$ cat config.mk
export PLATFORM = sky130hd
export DESIGN_NAME = piezo_capture_array
export DESIGN_NICKNAME = d
export VERILOG_FILES = /design/src/rtl/piezo_capture_pkg.sv /design/src/rtl/piezo_capture_channel.sv /design/src/rtl/piezo_capture_array.sv
export SDC_FILE = /design/constraint.sdc
export NUM_CORES = 1
export LEC_CHECK = 0
export BUFFER_PORTS_ARGS = -buffer_cell sky130_fd_sc_hd__buf_2
export CAP_MARGIN = 20
export CORE_ASPECT_RATIO = 0.8
export CORE_MARGIN = 8
export CORE_UTILIZATION = 45
export DETAILED_ROUTE_END_ITERATION = 8
export PLACE_DENSITY = 0.61
export RECOVER_POWER = 50
export SLEW_MARGIN = 25
export SYNTH_ARGS = -nofsm -noshare
export SYNTH_HDL_FRONTEND = slang
export SYNTH_SLANG_ARGS = --single-unit
$ cat constraint.sdc
create_clock -name clk -period 20.6 [get_ports clk]
set_input_delay 2.06 -clock clk [delete_from_list [all_inputs] [get_ports clk]]
set_output_delay 2.06 -clock clk [all_outputs]
set_load 0.03 [all_outputs]
$ cat src/rtl/piezo_capture_pkg.sv
// Shared types and sizing helpers for the piezo capture array.
// Pure declarations: no logic, no latency, no flow control.
package piezo_capture_pkg;

    typedef enum logic [1:0] {
        ST_ARMED   = 2'd0,
        ST_CAPTURE = 2'd1,
        ST_READY   = 2'd2,
        ST_DRAINED = 2'd3
    } state_t;

    function automatic int frame_bits(input int n_ch, input int ts_w);
        return n_ch * ts_w;
    endfunction

    // Must hold the value frame_bits itself, hence the +1.
    function automatic int bit_cnt_width(input int n_ch, input int ts_w);
        return $clog2(n_ch * ts_w + 1);
    endfunction

endpackage

$ cat src/rtl/piezo_capture_channel.sv
// One trigger channel: synchroniser, edge detect, timestamp register and valid flag.
// Edge visible SYNC_STAGES clk after the pin moves, stored one clk later; no backpressure.
module capture_channel
    import piezo_capture_pkg::*;
#(
    parameter int TS_W        = 32,
    parameter int SYNC_STAGES = 2,
    parameter int EDGE        = 0
) (
    input  logic            clk,
    input  logic            reset,
    input  logic            trigger,
    input  logic            arm_clear,
    input  logic            capture_en,
    input  logic [TS_W-1:0] counter,
    input  logic            force_ones,
    output logic            trig_edge,
    output logic            valid,
    output logic [TS_W-1:0] ts
);

    logic [SYNC_STAGES-1:0] sync_q;
    logic                   prev_q;
    logic                   level;

    assign level     = sync_q[SYNC_STAGES-1];
    assign trig_edge = (EDGE == 0) ? (level & ~prev_q) : (~level & prev_q);

    always_ff @(posedge clk or posedge reset) begin
        if (reset) begin
            sync_q <= '0;
            prev_q <= 1'b0;
            valid  <= 1'b0;
            ts     <= '0;
        end else begin
            sync_q <= {sync_q[SYNC_STAGES-2:0], trigger};
            prev_q <= level;
            // Timestamps survive a clear so the last frame stays inspectable.
            if (arm_clear) begin
                valid <= 1'b0;
            end else if (capture_en && trig_edge && !valid) begin
                ts    <= counter;
                valid <= 1'b1;
            end else if (force_ones && !valid) begin
                ts <= '1;
            end
        end
    end

endmodule

$ cat src/rtl/piezo_capture_array.sv
// Per-channel trigger delay capture with serial readout paced by a host data_clk.
// Frame appears the clk after the last capture; host shifts at will, no backpressure.
module piezo_capture_array
    import piezo_capture_pkg::*;
#(
    parameter int     N_CH        = 4,
    parameter int     TS_W        = 32,
    parameter int     SYNC_STAGES = 2,
    parameter int     EDGE        = 0,
    parameter longint TIMEOUT     = 0,
    parameter int     AUTO_REARM  = 0
) (
    input  logic            clk,
    input  logic            reset,
    input  logic [N_CH-1:0] triggers,
    input  logic            rearm,
    input  logic            data_clk,
    output logic            data_out,
    output logic            data_ready,
    output logic            timed_out,
    output logic [N_CH-1:0] valid_mask,
    output logic            armed
);

    localparam int              FB     = frame_bits(N_CH, TS_W);
    localparam int              BC_W   = bit_cnt_width(N_CH, TS_W);
    localparam logic [TS_W-1:0] TS_MAX = '1;
    localparam logic [TS_W-1:0] TO_VAL = TS_W'(TIMEOUT);

    state_t                 state;
    logic [TS_W-1:0]        counter;
    logic [FB-1:0]          shreg;
    logic [FB-1:0]          frame_next;
    logic [BC_W-1:0]        bit_cnt;
    logic [N_CH-1:0]        edges;
    logic [N_CH-1:0]        valids;
    logic [N_CH-1:0]        hit;
    logic [N_CH-1:0]        valid_next;
    logic [TS_W-1:0]        ts [N_CH];
    logic                   capture_en;
    logic                   force_ones;
    logic                   all_valid;
    logic                   timeout_hit;
    logic                   arm_clear;
    logic [SYNC_STAGES-1:0] dclk_sync;
    logic                   dclk_prev;
    logic                   shift_en;

    assign capture_en  = ((state == ST_ARMED) || (state == ST_CAPTURE)) && !rearm;
    assign hit         = edges & ~valids & {N_CH{capture_en}};
    assign valid_next  = valids | hit;
    assign all_valid   = &valid_next;
    assign timeout_hit = (TIMEOUT != 0) && (state == ST_CAPTURE) && (counter == TO_VAL)
                         && !all_valid && !rearm;
    assign force_ones  = timeout_hit;
    assign arm_clear   = rearm || ((state == ST_DRAINED) && (AUTO_REARM != 0));

    assign valid_mask = valids;
    assign data_out   = shreg[FB-1];
    assign armed      = (state == ST_ARMED);
    assign shift_en   = dclk_sync[SYNC_STAGES-1] & ~dclk_prev;

    for (genvar g = 0; g < N_CH; g++) begin : g_ch
        capture_channel #(
            .TS_W        (TS_W),
            .SYNC_STAGES (SYNC_STAGES),
            .EDGE        (EDGE)
        ) u_ch (
            .clk        (clk),
            .reset      (reset),
            .trigger    (triggers[g]),
            .arm_clear  (arm_clear),
            .capture_en (capture_en),
            .counter    (counter),
            .force_ones (force_ones),
            .trig_edge  (edges[g]),
            .valid      (valids[g]),
            .ts         (ts[g])
        );
    end

    // Channel registers update on the same edge that enters READY, so the
    // frame is assembled from their next values; ch0 lands in the MSBs.
    always_comb begin
        frame_next = '0;
        for (int i = 0; i < N_CH; i++) begin
            if (hit[i])
                frame_next[(N_CH-1-i)*TS_W +: TS_W] = counter;
            else if (force_ones && !valids[i])
                frame_next[(N_CH-1-i)*TS_W +: TS_W] = TS_MAX;
            else
                frame_next[(N_CH-1-i)*TS_W +: TS_W] = ts[i];
        end
    end

    always_ff @(posedge clk or posedge reset) begin
        if (reset) begin
            dclk_sync <= '0;
            dclk_prev <= 1'b0;
        end else begin
            dclk_sync <= {dclk_sync[SYNC_STAGES-2:0], data_clk};
            dclk_prev <= dclk_sync[SYNC_STAGES-1];
        end
    end

    always_ff @(posedge clk or posedge reset) begin
        if (reset) begin
            state      <= ST_ARMED;
            counter    <= '0;
            shreg      <= '0;
            bit_cnt    <= '0;
            data_ready <= 1'b0;
            timed_out  <= 1'b0;
        end else if (rearm) begin
            state      <= ST_ARMED;
            counter    <= '0;
            shreg      <= '0;
            bit_cnt    <= '0;
            data_ready <= 1'b0;
            timed_out  <= 1'b0;
        end else begin
            case (state)
                ST_ARMED: begin
                    if (|hit) begin
                        if (all_valid) begin
                            state      <= ST_READY;
                            shreg      <= frame_next;
                            data_ready <= 1'b1;
                        end else begin
                            // First CAPTURE cycle must read 1 so deltas are exact.
                            state   <= ST_CAPTURE;
                            counter <= TS_W'(1);
                        end
                    end
                end
                ST_CAPTURE: begin
                    if (counter != TS_MAX)
                        counter <= counter + TS_W'(1);
                    if (all_valid || timeout_hit) begin
                        state      <= ST_READY;
                        shreg      <= frame_next;
                        data_ready <= 1'b1;
                        timed_out  <= timeout_hit;
                    end
                end
                ST_READY: begin
                    if (shift_en) begin
                        shreg   <= shreg << 1;
                        bit_cnt <= bit_cnt + BC_W'(1);
                        if (bit_cnt == BC_W'(FB - 1)) begin
                            state      <= ST_DRAINED;
                            data_ready <= 1'b0;
                        end
                    end
                end
                ST_DRAINED: begin
                    if (AUTO_REARM != 0) begin
                        state     <= ST_ARMED;
                        counter   <= '0;
                        bit_cnt   <= '0;
                        timed_out <= 1'b0;
                    end
                end
                default: state <= ST_ARMED;
            endcase
        end
    end

endmodule

==> Flow_metrics.wiki, run 1 <==
{| class="wikitable"
! Metric !! Value
|-
| Clk_skew || 0.0115 ns
|-
| Overall track demand over capacity in global routing || 0.168
|-
| Internal power || 1.16 mW
|-
| Placer Congestion || 0.749
|-
| Maximum clock path buffer count || 3
|-
| Final-layout worst hold slack || 0.349 ns
|-
| Via count || 9292
|-
| Failing checks || max-capacitance violations, max-slew violations
|-
| Clock slew at reported path FFs || 0.06 ns
|-
| Placed instance count || 1592
|-
| Cell chosen for the clock root || sky130_fd_sc_hd__clkbuf_16
|-
| Main flop type after synthesis || sky130_fd_sc_hd__dfrtp_1
|-
| Top routing layer used || met4
|-
| Classification of the worst-slack hold path || reg2reg
|-
| Startpoint class of the critical path || input port
|-
| FMAX || 0.119 GHz
|-
| Worst slew margin relative to its limit || -1.98
|-
| Synth top cells by count || 318 x sky130_fd_sc_hd__dfrtp_1, 184 x sky130_fd_sc_hd__nand2_1, 91 x sky130_fd_sc_hd__mux2_2
|-
| Post-DR wirelength/cell || 18.3 um
|-
| Routed met3 length || 1.03 mm
|-
| Die Wd || 213 um
|-
| Post-synthesis to final-layout area growth || 11.1%
|-
| Setup_tns || 0 ns
|-
| Setup Buffers After CTS || 0
|-
| Slowest stage delay, CP || 3.21 ns
|-
| Reported net switching power || 484 uW
|-
| Slew at the pin closest to its max-slew limit || 4.45 ns
|-
| Unrepaired setup endpoints after global routing || no
|-
| Count of unresolved DRC violations after routing || 0
|-
| Mapped Nets || 1268
|-
| Antenna diode count || 0
|-
| Total Die Area || 36900 um^2
|-
| Post-cts repair resize count || 0
|-
| # IOs || 16
|-
| Power share of the sequential group || 0.402
|-
| Share of the core filled with cells in the final layout || 0.508
|-
| Post-Syn Area per Cell || 11.1 um^2
|-
| Required time of the critical path || 20.18 ns
|-
| Wire length of the first global-routing pass || 50.8 mm
|-
| Net count of the finished layout || 1229
|-
| Number of maximum-capacitance violations || 6
|-
| Clock Latency Late Sink || 0.51 ns
|-
| Fraction of final layout cells with drive strength greater than 1 || 0.147
|-
| Async set or reset register ratio after synthesis || 1.00
|-
| Worst voltage drop across the vdd grid || 0.0000893 V
|-
| Flops & latches, synth || 318
|-
| Clock sink count || 318
|-
| Library cell with the highest instance count after synthesis || sky130_fd_sc_hd__dfrtp_1
|-
| Final wirelength || 30.4 mm
|-
| Number of flops mapped to enable cells by yosys || 0
|-
| Residual overflow from global routing || 0
|-
| IO buf count || 14
|-
| Share of the synthesized area in the top cell type || 0.571
|-
| First-pass iteration count of the detailed router || 5
|-
| Arr. time, crit path || 7.99 ns
|-
| Share of the cycle needed by the critical path after routing || 0.408
|-
| Die height || 173 um
|-
| HPWL after detailed placement || 17.0 mm
|-
| Area leader, netlist || sky130_fd_sc_hd__dfrtp_1
|-
| Max Slew Vio Count || 422
|-
| Iter 0 DRT Violations || 748
|-
| Fraction of power consumed by combinational cells || 0.195
|-
| Maximum number of pins on one net before global-route repair || 199
|-
| Number of levels in the clock H-tree || 2
|-
| Leakage power summed over all cells || 6.78 nW
|-
| Number of placement rows || 57
|-
| Final hold vios || 0
|-
| Cells taking the most area after synthesis || sky130_fd_sc_hd__dfrtp_1 57%, sky130_fd_sc_hd__mux2_2 7.4%, sky130_fd_sc_hd__nand2_1 5.0%
|-
| Yosys cell types || 54
|-
| Antenna violations before repair || 0
|-
| Total clock buffers created by CTS || 34
|-
| Endpoint class of the critical path || async pin
|-
| Maximum fanout encountered on the critical timing path || 100
|-
| Count of synthesis-stage warnings from yosys || 0
|-
| Clock group share of total power || 0.403
|-
| Combined area of all synthesized cells || 13900 um^2
|-
| Placeable core region || 30500 um^2
|-
| Outcome || finished with violations
|-
| Setup-violating endpoint count in the final report || 0
|-
| DRT met1 WL || 14.9 mm
|-
| Number of instances in the synthesized netlist || 1255
|-
| Family with the most delay on the worst path || buffers and inverters
|-
| Post-detailed-route via-to-cell ratio || 5.61
|-
| TritonCTS clock tree || yes
|-
| Antenna violation net count after detailed routing || 0
|-
| Minimum clock period after layout || 8.41 ns
|-
| Slowest-stage cell, CP || sky130_fd_sc_hd__clkbuf_1
|-
| Non-Filler Instances || 1655
|-
| CP Cell Sequence || buf_2 -> clkinvlp_2 -> clkbuf_1
|-
| Sum of met2 wire segment lengths after detailed routing || 13.7 mm
|-
| Combined buffer and inverter count along the critical path || 3
|-
| Register area share after synthesis || 0.571
|-
| Cts-stage hold buffer count || 0
|-
| Initial cell density of the core || 0.457
|-
| Via count of the first global-routing pass || 9241
|-
| Worst setup path category || in2async
|-
| Pwr per Cell Area || 106 nW/um^2
|-
| Sw Share || 0.295
|}
[cells by family (layout without fill, tap and decap cells)]
| kind of cell | after synthesis | count (layout) | share of synthesized area |
|---|---|---|---|
| XOR/XNOR | 7 | 7 | 0.00440 |
| flip-flops | 318 | 318 | 0.571 |
| multiplexers | 153 | 153 | 0.118 |
| buffers and inverters | 114 | 101 | 0.0338 |
| other | 1 | 1 | 0.000269 |
| AND/OR/NAND/NOR | 365 | 365 | 0.126 |
| adder cells (fa/ha/maj) | 5 | 5 | 0.00449 |
| AO/OA/AOI/OAI | 292 | 292 | 0.142 |
[registers in the layout (all words and copies together) (netlist names)]
name and count:
counter 32, g_ch.u_ch.ts 128, data_ready 1, state 2, g_ch.u_ch.sync_q 8, dclk_sync 2, g_ch.u_ch.valid 4, bit_cnt 8
g_ch.u_ch.prev_q 4, shreg 128, dclk_prev 1
[worst paths after layout]
check,startpoint,end,slack [ns],depth (start not counted)
max,reset,shreg[26],12.19,3
min,dclk_sync[0],dclk_sync[1],0.35,0
max reg2reg,state[1],shreg[40],16.85,11
min reg2reg,dclk_sync[0],dclk_sync[1],0.35,0
max in group clk,rearm,counter[16],13.59,9
min in group asynchronous,reset,g_ch[0].u_ch.ts[9],2.91,2
[per-stage QoR]
step                setup slack [ns]  power [mW]  cell area [um^2]
floorplan                       9.74       0.916             13900
global placement               15.25       0.987             14300
detailed placement             15.18       0.988             14300
CTS                            15.70        1.65             15500
global route                   10.66        1.72             15500
finish                         12.19        1.64             15500
[power groups by stage]
stage               sequential, mW  combinational (mW)  clock (mW)
global route                 0.660               0.353       0.705
floorplan                    0.664               0.251           0
CTS                          0.658               0.320       0.676
finish                       0.658               0.320       0.661
global placement             0.669               0.318           0
detailed placement           0.669               0.319           0
[cells in the final DEF, fill, tap and decap left out, drive strengths merged, types with 33 or more instances in the layout]
cell type,n
a21oi,89
clkbuf,56
dfrtp,318
mux2,91
mux2i,62
nand2,184
nand2b,72
nor2,33
o211ai,67
o21ai,37
o2bb2ai,63
[cell type report]
type | instances | area [um^2]
Clock inverter | 15 | 200
Sequential cell | 318 | 7960
Clock buffer | 47 | 1020
Tap cell | 413 | 517
Inverter | 10 | 38.8
Multi-Input combinational cell | 823 | 5550
Fill cell | 2743 | 15000
Timing Repair Buffer | 29 | 194
[routing by layer]
layer | global-route usage | up-vias
met5 | 0 | -
met4 | 0.0462 | 0
met3 | 0.0253 | 48
met2 | 0.256 | 163
met1 | 0.245 | 4691
li1 | - | 4390
Power figures use the tool's default switching activity.
==> inputs of run 2 (changes only) <==
clock period = 8.4 ns   (was 20.6 ns; I/O delays follow)
==> Flow_metrics.wiki, run 2 (synthesized netlist as in run 1, its figures left out) <==
{| class="wikitable"
! Metric !! Value
|-
| Post-cts repair resize count || 0
|-
| Maximum number of pins on one net before global-route repair || 181
|-
| Placeable core region || 30500 um^2
|-
| Iter 0 DRT Violations || 615
|-
| Maximum clock path buffer count || 3
|-
| Post-route cell area || 15300 um^2
|-
| Cell chosen for the clock root || sky130_fd_sc_hd__clkbuf_16
|-
| Endpoint class of the critical path || flop
|-
| Initial cell density of the core || 0.457
|-
| Classification of the worst-slack hold path || reg2reg
|-
| Pwr per Cell Area || 250 nW/um^2
|-
| CP Cell Sequence || buf_2 -> clkbuf_1 -> nor2_1 -> nand4b_1 -> buf_4 -> a311oi_1 -> a21o_2 -> buf_4 -> nand2b_2 -> buf_4 -> o2bb2ai_1
|-
| Worst voltage drop across the vdd grid || 0.000140 V
|-
| Combined buffer and inverter count along the critical path || 5
|-
| Total cell area at the placement stage || 14300 um^2
|-
| Setup-violating endpoint count in the final report || 0
|-
| Worst slew margin relative to its limit || -1.52
|-
| First-pass iteration count of the detailed router || 4
|-
| Arr. time, crit path || 5.49 ns
|-
| Placer Congestion || 0.779
|-
| Family with the most delay on the worst path || buffers and inverters
|-
| Largest registers || g_ch.u_ch.ts: 128 flops, shreg: 128 flops, counter: 32 flops
|-
| Minimum clock period after layout || 5.07 ns
|-
| HPWL after detailed placement || 17.0 mm
|-
| Slowest-stage cell, CP || sky130_fd_sc_hd__clkbuf_1
|-
| Residual overflow from global routing || 0
|-
| Post-synthesis to final-layout area growth || 9.86%
|-
| Clock Latency Late Sink || 0.57 ns
|-
| Max Slew Vio Count || 228
|-
| Antenna violation net count after detailed routing || 0
|-
| IO buf count || 14
|-
| Clk_skew || 0.0162 ns
|-
| Number of maximum-capacitance violations || 4
|-
| # IOs || 16
|-
| Net count of the finished layout || 1227
|-
| Via count of the first global-routing pass || 9142
|-
| Number of placement rows || 57
|-
| Unrepaired setup endpoints after global routing || no
|-
| Outcome || finished with violations
|-
| Final hold vios || 0
|-
| Via count || 9248
|-
| Clock sink count || 318
|-
| Worst Setup Slack, final || 3.33 ns
|-
| Clock slew at reported path FFs || 0.07 ns
|-
| Maximum fanout encountered on the critical timing path || 62
|-
| Antenna violations before repair || 0
|-
| Startpoint class of the critical path || input port
|-
| Fraction of final layout cells with drive strength greater than 1 || 0.141
|-
| Setup Buffers After CTS || 0
|-
| Count of unresolved DRC violations after routing || 0
|-
| Required time of the critical path || 8.82 ns
|-
| Overall track demand over capacity in global routing || 0.164
|-
| FMAX || 0.197 GHz
|-
| Post-DR wirelength/cell || 17.9 um
|-
| Total Die Area || 36900 um^2
|-
| Worst setup path category || in2reg
|-
| Die Wd || 213 um
|-
| Setup_tns || 0 ns
|-
| Slew at the pin closest to its max-slew limit || 3.78 ns
|-
| Final wirelength || 29.5 mm
|-
| TritonCTS clock tree || yes
|-
| Die height || 173 um
|-
| Antenna diode count || 0
|-
| Post-detailed-route via-to-cell ratio || 5.60
|-
| Wire length of the first global-routing pass || 50.2 mm
|-
| Pre-CTS WS || 3.92 ns
|-
| Slowest stage delay, CP || 1.66 ns
|-
| Cts-stage hold buffer count || 0
|-
| Post-layout total power || 3.82 mW
|-
| Leading cell types in the layout, fill and taps excluded || 318 x sky130_fd_sc_hd__dfrtp_1, 184 x sky130_fd_sc_hd__nand2_1, 91 x sky130_fd_sc_hd__mux2_2, 88 x sky130_fd_sc_hd__a21oi_1, 71 x sky130_fd_sc_hd__nand2b_1
|-
| Leakage power summed over all cells || 6.70 nW
|-
| Share of the cycle needed by the critical path after routing || 0.604
|-
| Final-layout worst hold slack || 0.344 ns
|-
| Number of levels in the clock H-tree || 1
|-
| Most common cell after layout, fill and taps aside || sky130_fd_sc_hd__dfrtp_1
|-
| Failing checks || max-capacitance violations, max-slew violations
|-
| Critical path's most frequent cell || sky130_fd_sc_hd__buf_4
|-
| Total clock buffers created by CTS || 30
|}
==> run 2: cell count changes in the layout (fill, tap and decap cells not counted), sizes merged <==
cell    change
bufinv      -1
clkinv      -1
clkbuf      -3
==> run 2: power breakdown <==
part / switching (mW) / internal, mW / leakage [nW]
logic: 0.536 / 0.234 / 1.79
clock network: 0.589 / 0.848 / 0.523
registers: 0.0314 / 1.58 / 4.39
total: 1.16 / 2.66 / 6.70
==> run 2: area by class of cell <==
| cell class | instances | area [um^2] |
|---|---|---|
| Clock buffer | 42 | 877 |
| Clock inverter | 13 | 165 |
| Fill cell | 2785 | 15100 |
| Inverter | 10 | 41.3 |
| Multi-Input combinational cell | 823 | 5540 |
| Sequential cell | 318 | 7960 |
| Tap cell | 413 | 517 |
| Timing Repair Buffer | 31 | 208 |
==> run 2: through the flow <==
| step | utilization | instances |
|---|---|---|
| 6_report | 0.503 | 1650 |
| 2_1_floorplan | - | 1255 |
| 5_1_grt | 0.503 | 1650 |
| 3_3_place_gp | 0.468 | 1594 |
| 3_5_place_dp | 0.468 | 1594 |
| 4_1_cts | 0.503 | 1649 |
==> run 2: metal layers <==
layer  part of all wire  wire length [um]  track usage  vias up
li1                   -                 -            -     4369
met1               0.50             14700        0.248     4723
met2               0.45             13400        0.245      116
met3              0.028               837       0.0251       40
met4              0.018               527       0.0356        0
met5                  0                 0            0        -
==> run 2: path summary, 6_finish.rpt <==
kind | from | endpoint | slack, ns | cells past startpoint
min | g_ch[3].u_ch.sync_q[0] | g_ch[3].u_ch.sync_q[1] | 0.34 | 0
max | rearm | shreg[36] | 3.33 | 11
min reg2reg | g_ch[3].u_ch.sync_q[0] | g_ch[3].u_ch.sync_q[1] | 0.34 | 0
max in group asynchronous | reset | shreg[22] | 3.49 | 4
min in group asynchronous | reset | shreg[101] | 1.76 | 3
max reg2reg | state[0] | shreg[36] | 4.31 | 9
==> inputs of run 3 (changes only) <==
PLACE_DENSITY = 0.63   (was 0.61)
clock period = 4.5 ns   (was 8.4 ns; I/O delays follow)
==> Flow_metrics.wiki, run 3 (synthesized netlist as in run 1, its figures left out) <==
{| class="wikitable"
! Metric !! Value
|-
| Non-Filler Instances || 1658
|-
| HPWL after detailed placement || 17.8 mm
|-
| Post-DR wirelength/cell || 18.4 um
|-
| Clock group share of total power || 0.360
|-
| Share of the cycle needed by the critical path after routing || 0.806
|-
| Launch instance of the worst register-to-register path || state[0]
|-
| Setup-violating endpoint count in the final report || 0
|-
| Cts-stage hold buffer count || 6
|-
| Failing checks || max-capacitance violations, max-slew violations
|-
| Clock slew at reported path FFs || 0.06 ns
|-
| Via count of the first global-routing pass || 9221
|-
| Post-cts repair resize count || 0
|-
| Internal power || 4.83 mW
|-
| Sw Share || 0.308
|-
| Final-layout worst hold slack || 0.310 ns
|-
| Maximum number of pins on one net before global-route repair || 199
|-
| Final hold vios || 0
|-
| Fraction of final layout cells with drive strength greater than 1 || 0.140
|-
| Placer Congestion || 0.777
|-
| Endpoint class of the critical path || flop
|-
| Net count of the finished layout || 1238
|-
| Clock sink count || 318
|-
| Slew at the pin closest to its max-slew limit || 2.58 ns
|-
| Post-synthesis to final-layout area growth || 9.77%
|-
| Residual overflow from global routing || 0
|-
| Worst setup path category || reg2reg
|-
| Wire length of the first global-routing pass || 50.6 mm
|-
| Arr. time, crit path || 4.11 ns
|-
| Leading cell types in the layout, fill and taps excluded || 318 x sky130_fd_sc_hd__dfrtp_1, 184 x sky130_fd_sc_hd__nand2_1, 91 x sky130_fd_sc_hd__mux2_2, 88 x sky130_fd_sc_hd__a21oi_1, 71 x sky130_fd_sc_hd__nand2b_1
|-
| Most common cell after layout, fill and taps aside || sky130_fd_sc_hd__dfrtp_1
|-
| Minimum clock period after layout || 3.63 ns
|-
| Placed instance count || 1599
|-
| Minimum setup slack among reg-to-reg paths || 0.87 ns
|-
| Total Die Area || 36900 um^2
|-
| Required time of the critical path || 4.98 ns
|-
| Total clock buffers created by CTS || 31
|-
| Classification of the worst-slack hold path || in2reg
|-
| # fillers || 2737
|-
| # IOs || 16
|-
| Worst Setup Slack, final || 0.872 ns
|-
| FMAX || 0.276 GHz
|-
| Fraction of power consumed by combinational cells || 0.210
|-
| First-pass iteration count of the detailed router || 5
|-
| Iter 0 DRT Violations || 714
|-
| Final wirelength || 30.4 mm
|-
| Maximum clock path buffer count || 3
|-
| IO buf count || 14
|-
| TritonCTS clock tree || yes
|-
| HP Start || rearm
|-
| Number of levels in the clock H-tree || 1
|-
| Largest registers || g_ch.u_ch.ts: 128 flops, shreg: 128 flops, counter: 32 flops
|-
| Startpoint class of the critical path || flop
|-
| Leakage power summed over all cells || 6.70 nW
|-
| Die height || 173 um
|-
| Placeable core region || 30500 um^2
|-
| Maximum fanout encountered on the critical timing path || 30
|-
| Outcome || finished with violations
|-
| Antenna violations before repair || 0
|-
| Clock Latency Late Sink || 0.58 ns
|-
| Setup Buffers After CTS || 0
|-
| Reported net switching power || 2.15 mW
|-
| Pwr per Cell Area || 456 nW/um^2
|-
| Die Wd || 213 um
|-
| Worst slew margin relative to its limit || -0.717
|-
| Number of maximum-capacitance violations || 2
|-
| Max Slew Vio Count || 255
|-
| Antenna violation net count after detailed routing || 0
|-
| Number of placement rows || 57
|-
| Post-layout total power || 6.98 mW
|-
| Antenna diode count || 0
|-
| Total cell area at the placement stage || 14300 um^2
|-
| First element of the critical path || state[0]
|-
| Pre-CTS WS || 0.918 ns
|-
| Initial cell density of the core || 0.457
|-
| Setup_tns || 0 ns
|-
| Count of unresolved DRC violations after routing || 0
|-
| Storage element area || 7960 um^2
|-
| Via count || 9290
|-
| Overall track demand over capacity in global routing || 0.166
|-
| Cell chosen for the clock root || sky130_fd_sc_hd__clkbuf_16
|-
| Post-route cell area || 15300 um^2
|-
| Clk_skew || 0.0204 ns
|-
| Unrepaired setup endpoints after global routing || no
|-
| Combined area of the multi-input logic cells || 5520 um^2
|-
| Share of the core filled with cells in the final layout || 0.502
|-
| Power share of the sequential group || 0.431
|-
| Post-detailed-route via-to-cell ratio || 5.60
|-
| Worst voltage drop across the vdd grid || 0.000456 V
|}
-- run 3: cell types whose count changed in the layout (fill, tap and decap cells not counted), moves of 3 or more --
cell | previous run | this run
sky130_fd_sc_hd__buf_4 | 11 | 17
sky130_fd_sc_hd__clkinv_2 | 9 | 3
sky130_fd_sc_hd__dlygate4sd3_1 | 0 | 6
sky130_fd_sc_hd__bufinv_16 | 4 | 1
-- run 3: final timing paths --
kind	to	depth (start not counted)
setup / recovery	shreg[122]	9
hold / removal	shreg[80]	2
setup reg to reg	shreg[122]	9
hold reg to reg	g_ch[2].u_ch.sync_q[1]	0
max in group asynchronous	counter[8]	4
min in group asynchronous	g_ch[0].u_ch.ts[5]	3
-- run 3: worst max-delay path, cell delays in order (launching register included) --
cell,delay (ns)
sky130_fd_sc_hd__dfrtp_1,0.38
sky130_fd_sc_hd__inv_1,0.13
sky130_fd_sc_hd__ha_1,0.31
sky130_fd_sc_hd__o21ba_1,0.27
sky130_fd_sc_hd__a31oi_1,0.16
sky130_fd_sc_hd__nor4_1,0.81
sky130_fd_sc_hd__a21o_2,0.69
sky130_fd_sc_hd__buf_4,0.43
sky130_fd_sc_hd__o211ai_1,0.14
sky130_fd_sc_hd__a21oi_1,0.19
-- run 3: per-layer routing --
layer / up-vias / routed length [um] / track usage
li1: 4400 / - / -
met1: 4704 / 15300 / 0.250
met2: 140 / 13300 / 0.244
met3: 46 / 1130 / 0.0291
met4: 0 / 657 / 0.0385
met5: - / 0 / 0
-- run 3: power by group through the flow --
stage,sequential [mW],clock [mW],combinational [mW]
2_1_floorplan,3.04,0,1.15
3_3_place_gp,3.06,0,1.48
3_5_place_dp,3.06,0,1.48
4_1_cts,3.01,2.58,1.49
5_1_grt,3.02,2.68,1.61
6_report,3.01,2.51,1.46
-- run 3: layout make-up --
| type | count | area share |
|---|---|---|
| clock buffers | 46 | 0.0590 |
| multi-input cells | 823 | 0.361 |
| clock inverters | 7 | 0.00458 |
| inverters | 10 | 0.00254 |
| flip-flops and latches | 318 | 0.520 |
| well taps | 413 | 0.0338 |
| repair buffers | 41 | 0.0188 |
